## src/rtl/par_accum.sv

```systemverilog
// Multi-operand accumulator: sums groups of N parity-tagged operands and
// emits each sum as a parity-tagged word with a group error flag.
module par_accum #(
  parameter int W = 4,
  parameter int N = 3,
  parameter bit DROP_BAD = 1'b0,
  localparam int SW = W + $clog2(N)
) (
  input  logic          clk,
  input  logic          rst,
  input  logic          clear,
  input  logic          in_valid,
  input  logic [W:0]    in_word,
  output logic          in_ready,
  output logic          out_valid,
  output logic [SW:0]   out_word,
  output logic          out_err,
  input  logic          out_ready,
  output logic [7:0]    err_cnt
);

  localparam int CW = $clog2(N);
  localparam logic [CW-1:0] LAST = CW'(N - 1);

  typedef enum logic {ST_ACC = 1'b0, ST_DONE = 1'b1} state_t;

  function automatic logic word_odd(input logic [W:0] w);
    return ^w;
  endfunction

  function automatic logic sum_par(input logic [SW-1:0] s);
    return ^s;
  endfunction

  state_t          state_q, state_d;
  logic [SW-1:0]   acc_q, acc_d;
  logic [CW-1:0]   cnt_q, cnt_d;
  logic            flag_q, flag_d;
  logic [7:0]      err_cnt_q, err_cnt_d;
  logic            out_valid_q, out_valid_d;
  logic [SW:0]     out_word_q, out_word_d;
  logic            out_err_q, out_err_d;
  logic            xfer_s, bad_s, keep_s;
  logic [SW-1:0]   sum_s;

  // Next-state: clear aborts everything but err_cnt; otherwise accept or drain.
  always_comb begin
    state_d     = state_q;
    acc_d       = acc_q;
    cnt_d       = cnt_q;
    flag_d      = flag_q;
    err_cnt_d   = err_cnt_q;
    out_valid_d = out_valid_q;
    out_word_d  = out_word_q;
    out_err_d   = out_err_q;
    xfer_s      = in_valid && (state_q == ST_ACC);
    bad_s       = word_odd(in_word);
    keep_s      = xfer_s && ((DROP_BAD == 1'b0) || !bad_s);
    sum_s       = acc_q + SW'(in_word[W:1]);
    if (clear) begin
      state_d     = ST_ACC;
      acc_d       = '0;
      cnt_d       = '0;
      flag_d      = 1'b0;
      out_valid_d = 1'b0;
      out_word_d  = '0;
      out_err_d   = 1'b0;
    end else begin
      if (xfer_s && bad_s && (err_cnt_q != 8'hFF)) begin
        err_cnt_d = err_cnt_q + 8'd1;
      end else begin
        err_cnt_d = err_cnt_q;
      end
      case (state_q)
        ST_ACC: begin
          if (keep_s && (cnt_q == LAST)) begin
            out_word_d  = {sum_s, sum_par(sum_s)};
            out_err_d   = flag_q | bad_s;
            out_valid_d = 1'b1;
            state_d     = ST_DONE;
            acc_d       = '0;
            cnt_d       = '0;
            flag_d      = 1'b0;
          end else if (keep_s) begin
            acc_d  = sum_s;
            cnt_d  = cnt_q + CW'(1);
            flag_d = flag_q | bad_s;
          end else begin
            state_d = ST_ACC;
          end
        end
        ST_DONE: begin
          if (out_ready) begin
            state_d     = ST_ACC;
            out_valid_d = 1'b0;
            acc_d       = '0;
            cnt_d       = '0;
            flag_d      = 1'b0;
          end else begin
            state_d = ST_DONE;
          end
        end
        default: state_d = ST_ACC;
      endcase
    end
  end

  // State and output registers with synchronous reset.
  always_ff @(posedge clk) begin
    if (rst) begin
      state_q     <= ST_ACC;
      acc_q       <= '0;
      cnt_q       <= '0;
      flag_q      <= 1'b0;
      err_cnt_q   <= 8'd0;
      out_valid_q <= 1'b0;
      out_word_q  <= '0;
      out_err_q   <= 1'b0;
    end else begin
      state_q     <= state_d;
      acc_q       <= acc_d;
      cnt_q       <= cnt_d;
      flag_q      <= flag_d;
      err_cnt_q   <= err_cnt_d;
      out_valid_q <= out_valid_d;
      out_word_q  <= out_word_d;
      out_err_q   <= out_err_d;
    end
  end

  assign in_ready  = (state_q == ST_ACC);
  assign out_valid = out_valid_q;
  assign out_word  = out_word_q;
  assign out_err   = out_err_q;
  assign err_cnt   = err_cnt_q;

endmodule

```

## config.mk

```make
export PLATFORM = sky130hd
export DESIGN_NAME = par_accum
export DESIGN_NICKNAME = d
export VERILOG_FILES = /design/src/rtl/par_accum.sv
export SDC_FILE = /design/constraint.sdc
export NUM_CORES = 1
export LEC_CHECK = 0
export ABC_AREA = 1
export BUFFER_PORTS_ARGS = -buffer_cell sky130_fd_sc_hd__buf_2
export CORE_ASPECT_RATIO = 0.7
export CORE_UTILIZATION = 37
export DETAILED_ROUTE_END_ITERATION = 7
export GPL_TIMING_DRIVEN = 0
export PLACE_DENSITY_LB_ADDON = 0.25
export REMOVE_ABC_BUFFERS = 1
export SYNTH_ARGS = -nofsm -noshare
export SYNTH_HDL_FRONTEND = slang
export SYNTH_SLANG_ARGS = --single-unit
```

## constraint.sdc

```tcl
create_clock -name clk -period 2.5 [get_ports clk]
set_input_delay 0 -clock clk [delete_from_list [all_inputs] [get_ports clk]]
set_output_delay 0 -clock clk [all_outputs]
set_load 0.005 [all_outputs]
```

-- After elaboration in Yosys (flattened, before gate mapping)
Cells that the tools add are included.
- word-level logic and storage cells: 47
- bits of input ports: 10
- output and inout bits: 18
- register bits: 27
- multiplexer cells: 17
- bitwise gates (word level): 3
- add/sub/neg operators: 3
- eq/ne operators: 5
- reduce and logical (&&, ||, !) cells: 11
- operators by type and width (operator ; number):
    $mux W6 ; 3
    $pmux W6 S2 ; 1
    $add A8 B1 Y8 const B ; 1
    $ne A8 B8 Y1 const B ; 1
    $reduce_and A2 Y1 ; 4
    $add A6 B4 Y6 ; 1
    $mux W1 ; 6
    $mux W2 ; 3
    $pmux W1 S2 ; 3
    $reduce_xor A6 Y1 ; 1
    $reduce_xor A5 Y1 ; 1
    $logic_and A1 B1 Y1 ; 4
    $pmux W2 S2 ; 1
    $ne A3 B1 Y1 const B ; 1
    $add A2 B1 Y2 const B ; 1
    $eq A2 B2 Y1 const B ; 1
    $ne A2 B1 Y1 const B ; 1
    $ne A2 B2 Y1 const B ; 1
    $not A1 Y1 ; 2
    $reduce_or A2 Y1 ; 1
    $or A1 B1 Y1 ; 1

-- Depth between registers and ports, before layout
Gate-level depths: netlist (run 1).
- word-level depth: 5
- depth in mapped cells: 14
- mapped depth without buffers: 14

-- Least setup slack after synthesis (run 1)
OpenSTA, ideal clock, no wires.
- path type: flip-flop to flip-flop
- from: register acc_q[0]
- to: register out_word_q[0] (netlist: out_word[0])
- path buffers: 0
- setup time: 0.119 ns
- data required time: 2.381 ns
- period minus slack after synthesis: 1.818 ns
- stages on the path, launching flop included: 13
- arrival time: 1.698 ns
- slack: 0.682 ns
- cells stage by stage: dfxtp_1 -> ha_1 -> inv_1 -> fa_1 -> nand2_1 -> inv_1 -> nor2_1 -> xor2_1 -> nand3_1 -> nand2_1 -> nand2_1 -> nand2_1 -> a21oi_1
- longest elaborated chain between the ends: 2
- ends and longest elaborated chain (what ; line ; source):
    from (decl) ; 36 ; logic [SW-1:0] acc_q, acc_d;
    from (signal assigned) ; 112 ; acc_q <= '0;
    from (signal assigned) ; 121 ; acc_q <= acc_d;
    $add A6 B4 Y6 ; 59 ; sum_s = acc_q + SW'(in_word[W:1]);
    $reduce_xor A6 Y1 ; 32 ; return ^s;
    to (signal assigned) ; 126 ; out_word_q <= out_word_d;
    to (decl) ; 41 ; logic [SW:0] out_word_q, out_word_d;
No other way between the ends.
A chain may end at the register's enable or synchronous reset.

-- Worst setup path after layout (run 1)
Ends and elaborated chain as after synthesis.

==> results of run 1 <==
worst paths after layout:
path | startpoint | to | slack (ns) | cells past startpoint
setup / recovery | acc_q[0] | out_word[0] | 0.46 | 11
hold / removal | rst | err_cnt[6] | 0.02 | 2
setup reg to reg | acc_q[0] | out_word[0] | 0.46 | 11
hold reg to reg | flag_q | flag_q | 0.47 | 2
power by group:
part	total (mW)	internal (mW)	switching [mW]	leakage [nW]
sequential	0.443	0.438	0.00545	0.218
clock	0.250	0.114	0.136	0.0228
combinational	0.148	0.0505	0.0978	0.611
total	0.842	0.603	0.239	0.852
flip-flops by register name, indices dropped and copies added, names as in the netlist:
signal / cells
state_q: 1
acc_q: 6
flag_q: 1
cnt_q: 2
err_cnt: 8
out_word: 7
out_err: 1
out_valid: 1
cell usage after synthesis:
master    count  area [um2]
nor2_4        1       11.26
fa_1          1       20.02
inv_1        28       105.1
nand4_1       4       25.02
dfxtp_1      27       540.5
a211oi_1      1       7.510
nand2_4       3       33.78
buf_4         1       7.510
nand2_1      63       236.5
xor2_1        5       43.79
buf_2         2       10.01
a21oi_2       6       52.55
a21oi_1      17       85.08
o21ai_2       1       8.760
nor2_1       16       60.06
o211ai_1      2       15.01
nand3b_1      1       7.510
ha_1          5       62.56
nand3_1      20       100.1
o21ai_0       7       35.03
clkinv_1      1       3.750
nor3_1        1       5.000
xnor2_1       5       43.79
nor3_4        1       16.27
nand2_2       1       6.260
final cells by class:
type                            count  area, um2
Clock buffer                        4      45.04
Inverter                           29      108.9
Timing Repair Buffer               27      135.1
Multi-Input combinational cell    161      875.8
Tap cell                           52      65.06
Fill cell                         416       2176
Sequential cell                    27      540.5
per-layer routing:
layer	routed length (um)	part of all wire, %	global-route usage [%]	up-vias
met5	0	0	0	-
met4	32	0.98	5.455	0
met3	148	4.6	3.443	2
met2	1303	40	21.67	26
met1	1765	54	23.11	596
li1	-	-	-	763
through the flow:
stage	instance area, um2	instances
global route	1770	300
CTS	1770	300
detailed placement	1725	296
floorplan	1525	217
global placement	1725	296
finish	1770	300
cells by family (layout without fill, tap and decap cells):
logic type / after synthesis / count (layout) / synth area share (%)
xor gates and xnor gates: 10 / 10 / 5.677
adders and majority gates: 6 / 6 / 5.353
and+or+nand+nor: 111 / 111 / 32.52
DFF: 27 / 27 / 35.04
AOI/OAI and AO/OA: 34 / 34 / 13.22
buffers and inverters: 32 / 60 / 8.191
==> metrics.csv, run 1 <==
metric;value;unit
Remaining DRCs;0;
final wirelength;3250;um
Slew @ Worst Pin;0.5976;ns
RSZ-0062 raised after global routing;no;
crit path DAT;2.18;ns
vias per cell;4.623;
maximum fanout along the worst path;4;
DR pass1 iterations;4;
# clock sinks;27;
final net count;265;
initial antenna violation count;0;
Yosys Warn Count;0;
CP Cell Sequence;ha_1 -> inv_1 -> fa_1 -> nor2_1 -> nor2_1 -> xor2_1 -> nand3_1 -> nand2_1 -> nand2_1 -> nand2_1 -> a21oi_1;
global-route usage over all layers;15.53;%
Worst path max stage delay;0.56;ns
WL per Instance;10.83;um
P per Cell Area;475.4;mW/mm2
post_cts resized;0;
most common cell after layout, fill and taps aside;nand2_1;
largest net degree at the start of global routing;17;
Starting Density;39.09;%
Worst path slowest cell;fa_1;
max_slew headroom;60.03;%
setup violators final;0;
Finished Core Util;44.86;%
post-synthesis sequential area ratio;35.04;%
number of global-route vias before repair;1111;
CTS tree;done;
die height;56.03;um
die area;0.004436;mm2
PortBufs;27;
Top Family by Delay on Critical Path;adder cells;
CTS hold repair buffers;0;
layout cells sized above 1;17.34;%
CP Launch Type;register;
HPWL after DPL;2498;um
root buffer cell;clkbuf_8;
via count of the routed design;1387;
first-pass GRT wire length;5292;um
Fmax;491.2;MHz
grt total ovfl;0;
synthesized flop and latch total;27;
average size of a mapped cell;7.012;um2
total power;841.7;uW
number of diodes;0;
most frequent cells in the layout;63 x nand2_1, 28 x inv_1, 27 x dfxtp_1, 27 x buf_2, 20 x nand3_1;
Netlist cell types;25;
PnR worst setup slack;0.4640;ns
Final Critical Period;2.036;ns
outcome;complete, no violations;
Bufs on Longest Clock Path;2;
Rows;19;
Final GP Congestion;0.7868;
critical path buffer and inverter count;1;
Synth-to-Final Area Change;14.76;%
core area;0.003946;mm2
P_leak;0.8518;nW
pre-CTS setup slack;0.4850;ns
maximum vdd drop;0.2380;mV
max_cap viols;0;
TritonCTS Buffers;3;
crit path kind;reg -> reg;
htree depth;1;
TNS Setup;0;ns
die width;79.18;um
Final Skew;0.005555;ns
initial DRC count;49;
endpoint class of the critical path;register;
Crit path top cell by count;nand2_1;
Slew Viols, Final;0;
I/O Pins;28;
setup bufs post-CTS;0;
clk_lat worst skew;0.27;ns
CP required;2.64;ns
Tcrit/Tclk final;81.44;%
Cell Area, Synth;0.001543;mm2
Detail Route Antenna Nets;0;
Fin. Hold Viols;0;
Cells after Synth;220;
worst hold path type;in -> reg;
Hold Slack;0.02145;ns
clock-pin slew on the worst setup and hold paths;0.09;ns
No activity file was read; power rests on OpenSTA's default activity.
==> inputs of run 2 (changes only) <==
==> constraint.sdc (replaced) <==
create_clock -name clk -period 1.69 [get_ports clk]
set_input_delay 0 -clock clk [delete_from_list [all_inputs] [get_ports clk]]
set_output_delay 0 -clock clk [all_outputs]
set_load 0.005 [all_outputs]
==> run 2 against run 1 <==
Net effect:
- the flow now finishes with violations (setup timing)
- critical path depth grew 1
- largest cell class unchanged
- first-iteration DRC count is 20% higher
- clock skew increased by 0.0022 ns
- clock power grew 49%
- highest routed layer unchanged
- combinational power up 66%
- routed wire length is 4.3% higher
- critical endpoint unchanged
==> metrics.csv, run 2 (synthesized netlist as in run 1, its figures left out) <==
metric;value;unit;change
outcome;finished with violations;;
failing checks;setup timing;;
maximum fanout along the worst path;4;;unchanged
Detail Route Antenna Nets;0;;unchanged
max_slew headroom;63.76;%;+3.7 points
endpoint class of the critical path;register;;
HP Start;rst;;
htree depth;1;;unchanged
# clock sinks;27;;unchanged
first-pass GRT wire length;5347;um;+1.0%
core area;0.003946;mm2;unchanged
CTS hold repair buffers;0;;unchanged
cell total after placement;296;;unchanged
die width;79.18;um;unchanged
Min-Delay Endpoint;err_cnt[7];;
PortBufs;27;;unchanged
initial DRC count;59;;+20%
via count of the routed design;1414;;+1.9%
CTS tree;done;;
Synth-to-Final Area Change;19.87;%;
Final GP Congestion;0.7868;;unchanged
Starting Density;39.09;%;unchanged
TritonCTS Buffers;3;;unchanged
worst hold path type;in -> reg;;
P per Cell Area;688.8;mW/mm2;+45%
Tcrit/Tclk final;112.9;%;+31 points
max_cap viols;0;;unchanged
most common cell after layout, fill and taps aside;nand2_1;;
I/O Pins;28;;unchanged
global-route usage over all layers;15.67;%;+0.14 points
number of diodes;0;;unchanged
crit path kind;reg -> reg;;
R2R cell count;12;;+1
Bufs on Longest Clock Path;2;;unchanged
Final Non-Filler Cells;305;;+1.7%
initial antenna violation count;0;;unchanged
DR pass1 iterations;4;;unchanged
pre-CTS setup slack;-0.3250;ns;-0.8100 ns
Fmax;524.0;MHz;+6.7%
CP Launch Type;register;;
crit path DAT;2.07;ns;-0.11 ns
layout cells sized above 1;23.32;%;+6.0 points
multi-input logic area;915.9;um2;+4.6%
final net count;270;;+1.9%
die height;56.03;um;unchanged
number of global-route vias before repair;1116;;+0.45%
maximum vdd drop;0.3934;mV;+65%
Worst R2R Start;acc_q[0];;
vias per cell;4.636;;+0.28%
Fin. Hold Viols;0;;unchanged
CP required;1.86;ns;-0.78 ns
root buffer cell;clkbuf_8;;
Slew Viols, Final;0;;unchanged
Remaining DRCs;0;;unchanged
Final Skew;0.007803;ns;+0.002248 ns
grt total ovfl;0;;unchanged
RSZ-0062 raised after global routing;yes;;
P_leak;0.8746;nW;+2.7%
Rows;19;;unchanged
hold path depth;2;;unchanged
most frequent cells in the layout;62 x nand2_1, 27 x buf_2, 26 x dfxtp_1, 25 x inv_1, 19 x nand3_1;;
setup violators final;1;;+1
Final Critical Period;1.908;ns;-0.1276 ns
worst reg2reg endpoint;out_word[0];;
clock-pin slew on the worst setup and hold paths;0.10;ns;about the same
final wirelength;3390;um;+4.3%
HPWL after DPL;2498;um;unchanged
PnR worst setup slack;-0.2184;ns;-0.6824 ns
Slew @ Worst Pin;0.5416;ns;-0.05598 ns
max FFs per register;8;;unchanged
total power;1.274;mW;+51%
clk_lat worst skew;0.28;ns;about the same
WL per Instance;11.11;um;+2.6%
Layout fillers;411;;-1.2%
die area;0.004436;mm2;unchanged
sequential cell area;541.8;um2;+0.23%
largest net degree at the start of global routing;17;;unchanged
r2r setup slk;-0.22;ns;-0.68 ns
-- run 2: metrics by stage --
step                instance area, um2  setup TNS [ns]  util [%]  hold slack [ns]
finish                            1849         -0.2184     46.86          0.01827
global placement                  1725         -0.3658     43.72           0.3201
global route                      1849         -0.3358     46.86         0.009743
floorplan                         1525         -0.1425         -          0.06244
detailed placement                1725         -0.4298     43.72           0.3204
CTS                               1797         -0.2106     45.53          0.01719
-- run 2: area by class of cell --
type	instances	area share [%]
timing repair buffer	32	9.337
inverter	29	5.886
tap	52	3.518
clock buffer	4	2.436
multi-input combinational	161	49.53
sequential	27	29.30
-- run 2: critical path, stage by stage (launching register included) --
cell and delay, ns:
dfxtp_2 0.36, ha_4 0.13, inv_2 0.03, fa_2 0.59
nand2_1 0.09, inv_2 0.08, nor2_4 0.04, xor2_1 0.14
nand3_1 0.11, nand2_1 0.08, nand2_1 0.05, nand2_1 0.06
a21oi_1 0.05
-- run 2: worst max-delay path by stage --
| stage | start | end | depth (start not counted) |
|---|---|---|---|
| floorplan | acc_q[0] | out_word[0] | 12 |
| global placement | acc_q[0] | out_word[0] | 11 |
| detailed placement | acc_q[0] | out_word[0] | 11 |
| CTS | acc_q[0] | out_word[0] | 11 |
| global route | acc_q[0] | out_word[0] | 12 |
| finish | acc_q[0] | out_word[0] | 12 |
-- run 2: report_power, final --
| part | internal [mW] | switching, mW | total (mW) |
|---|---|---|---|
| Clock | 0.169 | 0.203 | 0.372 |
| Combinational | 0.0889 | 0.156 | 0.245 |
| Sequential | 0.648 | 0.00872 | 0.657 |
-- run 2: what timing repair did --
item                       in CTS  in global routing
setup endpoints to repair       3                 12
resized for setup               6                  8
buffers inserted                1                  4
pin swaps                       6                  8
-- run 2: routing by layer --
metal  vias up  wire [um]  global-route usage (%)
met4         0         43                   5.455
li1        773          -                       -
met2        21       1448                   21.80
met5         -          0                       0
met1       616       1786                   23.41
met3         4        111                   3.443
